===== config.mk =====
export PLATFORM = sky130hd
export DESIGN_NAME = wb_port_arbiter_flat
export DESIGN_NICKNAME = d
export VERILOG_FILES = /design/src/rtl/wb_pkg.sv /design/src/rtl/wb_port_arbiter_if.sv /design/src/rtl/wb_fifo2.sv /design/src/rtl/wb_port_arbiter.sv /design/src/flat_wrapper.sv
export SDC_FILE = /design/constraint.sdc
export NUM_CORES = 1
export LEC_CHECK = 0
export CORE_MARGIN = 2
export CORE_UTILIZATION = 50
export CTS_BUF_LIST = sky130_fd_sc_hd__clkbuf_8 sky130_fd_sc_hd__clkbuf_16
export DETAILED_ROUTE_END_ITERATION = 6
export DONT_BUFFER_PORTS = 1
export GPL_ROUTABILITY_DRIVEN = 0
export PLACE_DENSITY = 0.68
export SETUP_SLACK_MARGIN = 0.4
export SYNTH_ARGS = -nofsm -noshare
export SYNTH_HDL_FRONTEND = slang
export SYNTH_SLANG_ARGS = --single-unit

===== constraint.sdc =====
create_clock -name clk -period 1.45 [get_ports clk]
set_input_delay 0.2175 -clock clk [delete_from_list [all_inputs] [get_ports clk]]
set_output_delay 0.2175 -clock clk [all_outputs]
set_load 0.005 [all_outputs]

===== src/rtl/wb_pkg.sv =====
// Shared definitions for the write-back port arbiter: RegDst codes,
// link register address and the arbitration FSM state.
package wb_pkg;

  localparam logic [1:0] REGDST_RT = 2'b00;
  localparam logic [1:0] REGDST_RD = 2'b01;
  localparam logic [1:0] REGDST_RA = 2'b10;

  localparam int RA_ADDR = 31;

  typedef enum logic {
    ALU_PRI  = 1'b0,
    SLOW_PRI = 1'b1
  } wb_state_e;

endpackage


===== src/rtl/wb_port_arbiter_if.sv =====
// Producer/consumer bundle for the write-back port: ALU and slow-path
// request channels plus the register-file write port and queue status.
interface wb_port_arbiter_if #(
  parameter int DATA_W = 32,
  parameter int ADDR_W = 5
);

  logic              alu_valid;
  logic              alu_ready;
  logic [1:0]        alu_regdst;
  logic [ADDR_W-1:0] alu_rt;
  logic [ADDR_W-1:0] alu_rd;
  logic [DATA_W-1:0] alu_data;
  logic              slow_valid;
  logic              slow_ready;
  logic [ADDR_W-1:0] slow_addr;
  logic [DATA_W-1:0] slow_data;
  logic              rf_we;
  logic [ADDR_W-1:0] rf_waddr;
  logic [DATA_W-1:0] rf_wdata;
  logic [1:0]        slow_pending;

  modport master (
    output alu_valid, alu_regdst, alu_rt, alu_rd, alu_data,
    output slow_valid, slow_addr, slow_data,
    input  alu_ready, slow_ready, rf_we, rf_waddr, rf_wdata, slow_pending
  );

  modport slave (
    input  alu_valid, alu_regdst, alu_rt, alu_rd, alu_data,
    input  slow_valid, slow_addr, slow_data,
    output alu_ready, slow_ready, rf_we, rf_waddr, rf_wdata, slow_pending
  );

endinterface


===== src/rtl/wb_fifo2.sv =====
// Two-entry synchronous FIFO. No bypass: a pushed entry becomes visible at
// the head one edge later. A push while full is dropped even if a pop happens
// in the same cycle, so the caller must gate push with !full.
module wb_fifo2 #(
  parameter int W = 37
) (
  input  logic         clk,
  input  logic         rst_n,
  input  logic         push,
  input  logic         pop,
  input  logic [W-1:0] din,
  output logic [W-1:0] dout,
  output logic [1:0]   count,
  output logic         full,
  output logic         empty
);

  logic [1:0][W-1:0] mem;
  logic              wr_ptr;
  logic              rd_ptr;
  logic              push_ok;
  logic              pop_ok;

  assign full    = (count == 2'd2);
  assign empty   = (count == 2'd0);
  assign push_ok = push && !full;
  assign pop_ok  = pop && !empty;
  assign dout    = mem[rd_ptr];

  // Storage, pointers and occupancy; count moves by push minus pop.
  always_ff @(posedge clk or negedge rst_n) begin
    if (!rst_n) begin
      mem    <= '0;
      wr_ptr <= 1'b0;
      rd_ptr <= 1'b0;
      count  <= 2'd0;
    end else begin
      if (push_ok) begin
        mem[wr_ptr] <= din;
        wr_ptr      <= !wr_ptr;
      end
      if (pop_ok) rd_ptr <= !rd_ptr;
      case ({push_ok, pop_ok})
        2'b10:   count <= count + 2'd1;
        2'b01:   count <= count - 2'd1;
        default: count <= count;
      endcase
    end
  end

endmodule


===== src/rtl/wb_port_arbiter.sv =====
// Write-back port arbiter: owns the single register-file write port, gives
// the ALU fixed priority and drains the slow-path queue when the ALU is idle
// or when a queued entry has waited STARVE_LIMIT cycles.
module wb_port_arbiter #(
  parameter int DATA_W       = 32,
  parameter int ADDR_W       = 5,
  parameter int STARVE_LIMIT = 4,
  parameter int RA_ADDR      = wb_pkg::RA_ADDR
) (
  input  logic             clk,
  input  logic             rst_n,
  wb_port_arbiter_if.slave bus
);

  import wb_pkg::*;

  localparam int                SW  = $clog2(STARVE_LIMIT + 1);
  localparam logic [SW-1:0]     LIM = SW'(STARVE_LIMIT);
  localparam logic [ADDR_W-1:0] RA  = ADDR_W'(RA_ADDR);
  localparam int                QW  = ADDR_W + DATA_W;

  wb_state_e         state;
  logic [SW-1:0]     starve;
  logic [ADDR_W-1:0] alu_dest;
  logic [QW-1:0]     q_head;
  logic [1:0]        q_count;
  logic              q_full;
  logic              q_empty;
  logic              push;
  logic              pop;
  logic              sel_alu;
  logic              sel_v;
  logic [ADDR_W-1:0] sel_addr;
  logic [DATA_W-1:0] sel_data;

  wb_fifo2 #(.W(QW)) u_q (
    .clk   (clk),
    .rst_n (rst_n),
    .push  (push),
    .pop   (pop),
    .din   ({bus.slow_addr, bus.slow_data}),
    .dout  (q_head),
    .count (q_count),
    .full  (q_full),
    .empty (q_empty)
  );

  // Ready signals depend only on registered state, never on the valids.
  assign bus.alu_ready    = (state == ALU_PRI);
  assign bus.slow_ready   = !q_full;
  assign bus.slow_pending = q_count;
  assign push             = bus.slow_valid && !q_full;

  // RegDst decode; both upper codes select the link register.
  always_comb begin
    alu_dest = RA;
    case (bus.alu_regdst)
      REGDST_RT: alu_dest = bus.alu_rt;
      REGDST_RD: alu_dest = bus.alu_rd;
      default:   alu_dest = RA;
    endcase
  end

  // Pick at most one producer for this cycle's write.
  always_comb begin
    sel_alu  = (state == ALU_PRI) && bus.alu_valid;
    pop      = !q_empty && ((state == SLOW_PRI) || !bus.alu_valid);
    sel_v    = sel_alu || pop;
    sel_addr = sel_alu ? alu_dest : q_head[QW-1:DATA_W];
    sel_data = sel_alu ? bus.alu_data : q_head[DATA_W-1:0];
  end

  // Arbitration FSM with starve counter; SLOW_PRI lasts exactly one cycle.
  always_ff @(posedge clk or negedge rst_n) begin
    if (!rst_n) begin
      state  <= ALU_PRI;
      starve <= '0;
    end else begin
      if (q_empty || pop)  starve <= '0;
      else if (starve != LIM) starve <= starve + 1'b1;
      case (state)
        ALU_PRI:  if (!q_empty && !pop && (starve == LIM - 1'b1)) state <= SLOW_PRI;
        SLOW_PRI: state <= ALU_PRI;
        default:  state <= ALU_PRI;
      endcase
    end
  end

  // Registered write port; writes to $0 are consumed but never enabled.
  always_ff @(posedge clk or negedge rst_n) begin
    if (!rst_n) begin
      bus.rf_we    <= 1'b0;
      bus.rf_waddr <= '0;
      bus.rf_wdata <= '0;
    end else begin
      bus.rf_we <= sel_v && (sel_addr != '0);
      if (sel_v) begin
        bus.rf_waddr <= sel_addr;
        bus.rf_wdata <= sel_data;
      end
    end
  end

endmodule


===== src/flat_wrapper.sv =====
// flat-port wrapper written by rule: the top's interface ports become plain ports
module wb_port_arbiter_flat import wb_pkg::*;
#(
  parameter int DATA_W       = 32,
  parameter int ADDR_W       = 5,
  parameter int STARVE_LIMIT = 4,
  parameter int RA_ADDR      = wb_pkg::RA_ADDR
)
  (clk, rst_n, bus_alu_valid, bus_alu_regdst, bus_alu_rt, bus_alu_rd, bus_alu_data, bus_slow_valid, bus_slow_addr, bus_slow_data, bus_alu_ready, bus_slow_ready, bus_rf_we, bus_rf_waddr, bus_rf_wdata, bus_slow_pending);
  wb_port_arbiter_if #(.DATA_W(DATA_W), .ADDR_W(ADDR_W)) bus_i ();
  input  logic clk;
  input  logic rst_n;
  input wire logic [$bits(bus_i.alu_valid)-1:0] bus_alu_valid;
  input wire logic [$bits(bus_i.alu_regdst)-1:0] bus_alu_regdst;
  input wire logic [$bits(bus_i.alu_rt)-1:0] bus_alu_rt;
  input wire logic [$bits(bus_i.alu_rd)-1:0] bus_alu_rd;
  input wire logic [$bits(bus_i.alu_data)-1:0] bus_alu_data;
  input wire logic [$bits(bus_i.slow_valid)-1:0] bus_slow_valid;
  input wire logic [$bits(bus_i.slow_addr)-1:0] bus_slow_addr;
  input wire logic [$bits(bus_i.slow_data)-1:0] bus_slow_data;
  output wire logic [$bits(bus_i.alu_ready)-1:0] bus_alu_ready;
  output wire logic [$bits(bus_i.slow_ready)-1:0] bus_slow_ready;
  output wire logic [$bits(bus_i.rf_we)-1:0] bus_rf_we;
  output wire logic [$bits(bus_i.rf_waddr)-1:0] bus_rf_waddr;
  output wire logic [$bits(bus_i.rf_wdata)-1:0] bus_rf_wdata;
  output wire logic [$bits(bus_i.slow_pending)-1:0] bus_slow_pending;
  assign bus_i.alu_valid = bus_alu_valid;
  assign bus_i.alu_regdst = bus_alu_regdst;
  assign bus_i.alu_rt = bus_alu_rt;
  assign bus_i.alu_rd = bus_alu_rd;
  assign bus_i.alu_data = bus_alu_data;
  assign bus_i.slow_valid = bus_slow_valid;
  assign bus_i.slow_addr = bus_slow_addr;
  assign bus_i.slow_data = bus_slow_data;
  assign bus_alu_ready = bus_i.alu_ready;
  assign bus_slow_ready = bus_i.slow_ready;
  assign bus_rf_we = bus_i.rf_we;
  assign bus_rf_waddr = bus_i.rf_waddr;
  assign bus_rf_wdata = bus_i.rf_wdata;
  assign bus_slow_pending = bus_i.slow_pending;
  wb_port_arbiter #(.DATA_W(DATA_W), .ADDR_W(ADDR_W), .STARVE_LIMIT(STARVE_LIMIT), .RA_ADDR(RA_ADDR)) u_core (.clk(clk), .rst_n(rst_n), .bus(bus_i));
endmodule

==> summary.md <==
| Metric | Value |
|---|---|
| Die H | `110 um` |
| Clk sinks | `120` |
| FF+latch area | `3010 um^2` |
| Fin. max-slew vios | `0` |
| Synth Cell Area | `5600 um^2` |
| Worst setup EP type | `register` |
| Leakage | `3.86 nW` |
| Io pins | `127` |
| Die W | `110 um` |
| Initial antenna violation count | `0` |
| Worst path max stage delay | `430 ps` |
| H-tree depth | `4` |
| Initial DRC Count | `241` |
| Reg2Reg Depth | `8` |
| Post-detailed-routing wire length | `16,200 um` |
| Hold WC Path Type | `in -> async` |
| Initial Util | `51.4%` |
| Number of fill cells | `610` |
| Multi-input gate area | `2910 um^2` |
| Pwr/cell area | `2440 nW/um^2` |
| CTS buffer count | `17` |
| Buf+Inv Stages, Crit Path | `5` |
| Leading area contributor after synthesis | `dfrtp_1` |
| Global-route usage over all layers | `27.7%` |
| Drt wl/cell | `22.4 um` |
| Hold buffer count at cts | `69` |
| Post-Syn Nets | `527` |
| Worst-path maximum fanout | `6` |
| Predominant post-synthesis flop cell | `dfrtp_1` |
| #FFs+latches synth | `120` |
| Post-Synth Adder-Cell Area | `0.894%` |
| Root buffer cell | `clkbuf_8` |
| Worst VDD drop | `1.58 mV` |
| Area delta synth->final | `52.1%` |
| Vias in the first global route | `4,434` |
| Slew headroom | `78.2%` |
| CTS clk-pin slew, worst paths | `60 ps` |
| Ys async rst share | `100%` |
| Failing checks | `hold timing, setup timing` |
| Avg Cell Area, Syn | `12.8 um^2` |
| Pin count of the biggest net entering global routing | `121` |
| Placed Instance Area | `5870 um^2` |
| Power Total | `20.8 mW` |
| Vias per Instance | `5.58` |
| Clk_skew | `6.40 ps` |
| Max Fclk | `634 MHz` |
| Top-area cell type share of the netlist area | `53.7%` |
| Crit-path most repeated cell | `buf_12` |
| Crit Path Class | `reg -> reg` |
| Clk_lat worst skew | `520 ps` |
| First-pass GRT wire length | `24,000 um` |
| Post-DP HPWL | `7400 um` |
| Post-synth EDFFs | `0` |
| IO Port Bufs | `0` |
| Total congestion overflow | `0` |
| Share of layout cells above drive strength 1 | `45.0%` |
| Area of the die | `12,100 um^2` |
| Worst slew pin tran | `318 ps` |
| Cell Chain, Critical Path | `buf_12 > nor2_4 > buf_12 > buf_12 > buf_8 > buf_16 > a21oi_4 > o21ai_2` |
| Final period utilization | `109%` |
| Synth Area in Compound Gates | `7.06%` |
| Final ANT Viol Nets | `0` |
| Final Critical Period | `1580 ps` |
| Synth Area in XOR/XNOR | `0.939%` |
| Mux share of post-synthesis cell area | `26.8%` |
| Syn Inst Count | `438` |
| Hold_ws | `-611 ps` |
| CTS tree | `built` |
| Final Util | `78.2%` |
| Core area | `10,900 um^2` |
| Largest family of logic cells by synthesized area | `multiplexers` |
| Largest cells by area after synthesis | `dfrtp_1, mux2_4, mux2i_1` |
| N_diodes | `0` |
| WP data required | `1900 ps` |
| RSZ-0062 raised after global routing | `yes` |
| DRC Markers | `0` |
| Post-Synth Simple-Gate Area | `6.93%` |
| 1st-pass router iterations | `4` |
| YS warnings | `0` |
| Final Hold Fails | `121` |
| Worst endpoint data arrival time | `2020 ps` |
| Nets | `659` |
| WP depth | `8` |
| Outcome | `complete, but fails checks` |
| CTS max path bufs | `2` |
| Routed via count | `4,026` |
| CP delay by family, top | `buffers and inverters` |
| Distinct cells, synth | `31` |
| FP Rows | `38` |
| Max Cap Violations | `0` |
| CP Launch Type | `register` |
| Sequential element share of the synthesized area | `53.7%` |
| Final number of setup-violating endpoints | `99` |
| Worst Slack Setup Final | `-128 ps` |
| Post-route cell area | `8510 um^2` |
| Slowest cell on crit path | `dfrtp_2` |
[where the power goes]
group	internal (mW)	leakage (nW)	switching (mW)
registers	5.00	1.42	1.41
clock network	2.27	0.284	1.43
logic	6.40	2.15	4.28
[registers in the layout, summed over array words and instances (netlist names)]
name and count:
u_core.u_q.wr_ptr 1, u_core.u_q.mem 74, u_core.state 1, u_core.bus.rf_wdata 32
u_core.u_q.rd_ptr 1, u_core.bus.rf_we 1, u_core.starve 3, u_core.u_q.count 2
u_core.bus.rf_waddr 5
[worst paths after layout]
| path | start | end | slack [ps] |
|---|---|---|---|
| setup / recovery | u_core.u_q.count[0]$_DFFE_PN0P_ | u_core.bus.rf_wdata[18]$_DFFE_PN0P_ | -130 |
| hold / removal | rst_n | u_core.bus.rf_waddr[1]$_DFFE_PN0P_ | -610 |
| setup reg to reg | u_core.u_q.count[0]$_DFFE_PN0P_ | u_core.bus.rf_wdata[18]$_DFFE_PN0P_ | -130 |
| hold reg to reg | u_core.u_q.mem[60]$_DFFE_PN0P_ | u_core.u_q.mem[60]$_DFFE_PN0P_ | 510 |
| max in group asynchronous | rst_n | u_core.u_q.count[1]$_DFFE_PN0P_ | 1780 |
| min in group clk | bus_slow_valid | u_core.u_q.wr_ptr$_DFFE_PN0N_ | -60 |
[metrics by stage]
step	instances	TNS [ps]	setup slack (ps)
finish	722	-4490	-128
global route	722	-9850	-183
CTS	710	-115	-48.5
detailed placement	571	-11.3	-11.3
global placement	571	0	43.8
floorplan	438	0	14.2
[logic make-up after synthesis]
| family | Yosys count |
|---|---|
| AO/OA/AOI/OAI | 75 |
| multiplexers | 118 |
| adder cells (fa/ha/maj) | 4 |
| flip-flops | 120 |
| XOR/XNOR | 6 |
| buffers and inverters | 29 |
| AND/OR/NAND/NOR | 86 |
[cell usage in the layout (no fill, tap or decap), types with 7 or more instances in the layout]
cell             n
mux2_4          76
dlygate4sd3_1   69
nor2_4          17
a21oi_2         30
buf_4            9
o21ai_1         28
buf_16          14
dfrtp_1        116
clkbuf_16       18
nor2_1          16
buf_6           18
buf_12          20
inv_1            9
nand2_1         34
mux2i_2          7
mux2i_1         31
[Yosys cell counts, types with 2 or more instances]
cell type  count
buf_2         12
dfrtp_1      120
nor2_1        37
buf_12         3
mux2i_1       42
xor2_1         2
ha_1           4
buf_6          3
buf_4          3
xnor2_1        4
inv_1          4
a22o_1         3
a21oi_1       34
clkbuf_1       4
o21ai_0       35
a22oi_1        2
mux2_2        16
nand2_1       38
mux2_4        60
[worst register-to-register path, cell delays in order, from the launching register on]
cell and delay, ps:
dfrtp_2 430, buf_12 140, nor2_4 190, buf_12 160, buf_12 130, buf_8 110
buf_16 140, a21oi_4 70, o21ai_2 140
[final cells by class]
| type | instances | area share (%) |
|---|---|---|
| timing repair buffer | 138 | 22.2 |
| clock inverter | 9 | 0.441 |
| inverter | 4 | 0.176 |
| clock buffer | 22 | 5.67 |
| multi-input combinational | 289 | 34.2 |
| sequential | 120 | 35.3 |
| tap | 140 | 2.06 |
[per-layer routing]
layer	global-route usage, %	wire [um]	part of all wire, %	vias to the layer above
li1	-	-	-	1800
met1	33.8	6810	42	2070
met2	46.5	8230	51	132
met3	7.05	787	4.9	24
met4	11.9	327	2.0	0
met5	0	0	0	-
[timing repair]
item,4_1_cts,5_1_grt
setup endpoints to repair,160,162
buffers inserted,26,10
resized for setup,148,47
hold endpoints to repair,227,121
pin swaps,57,44
gates cloned,13,2
Power figures use the tool's default switching activity.
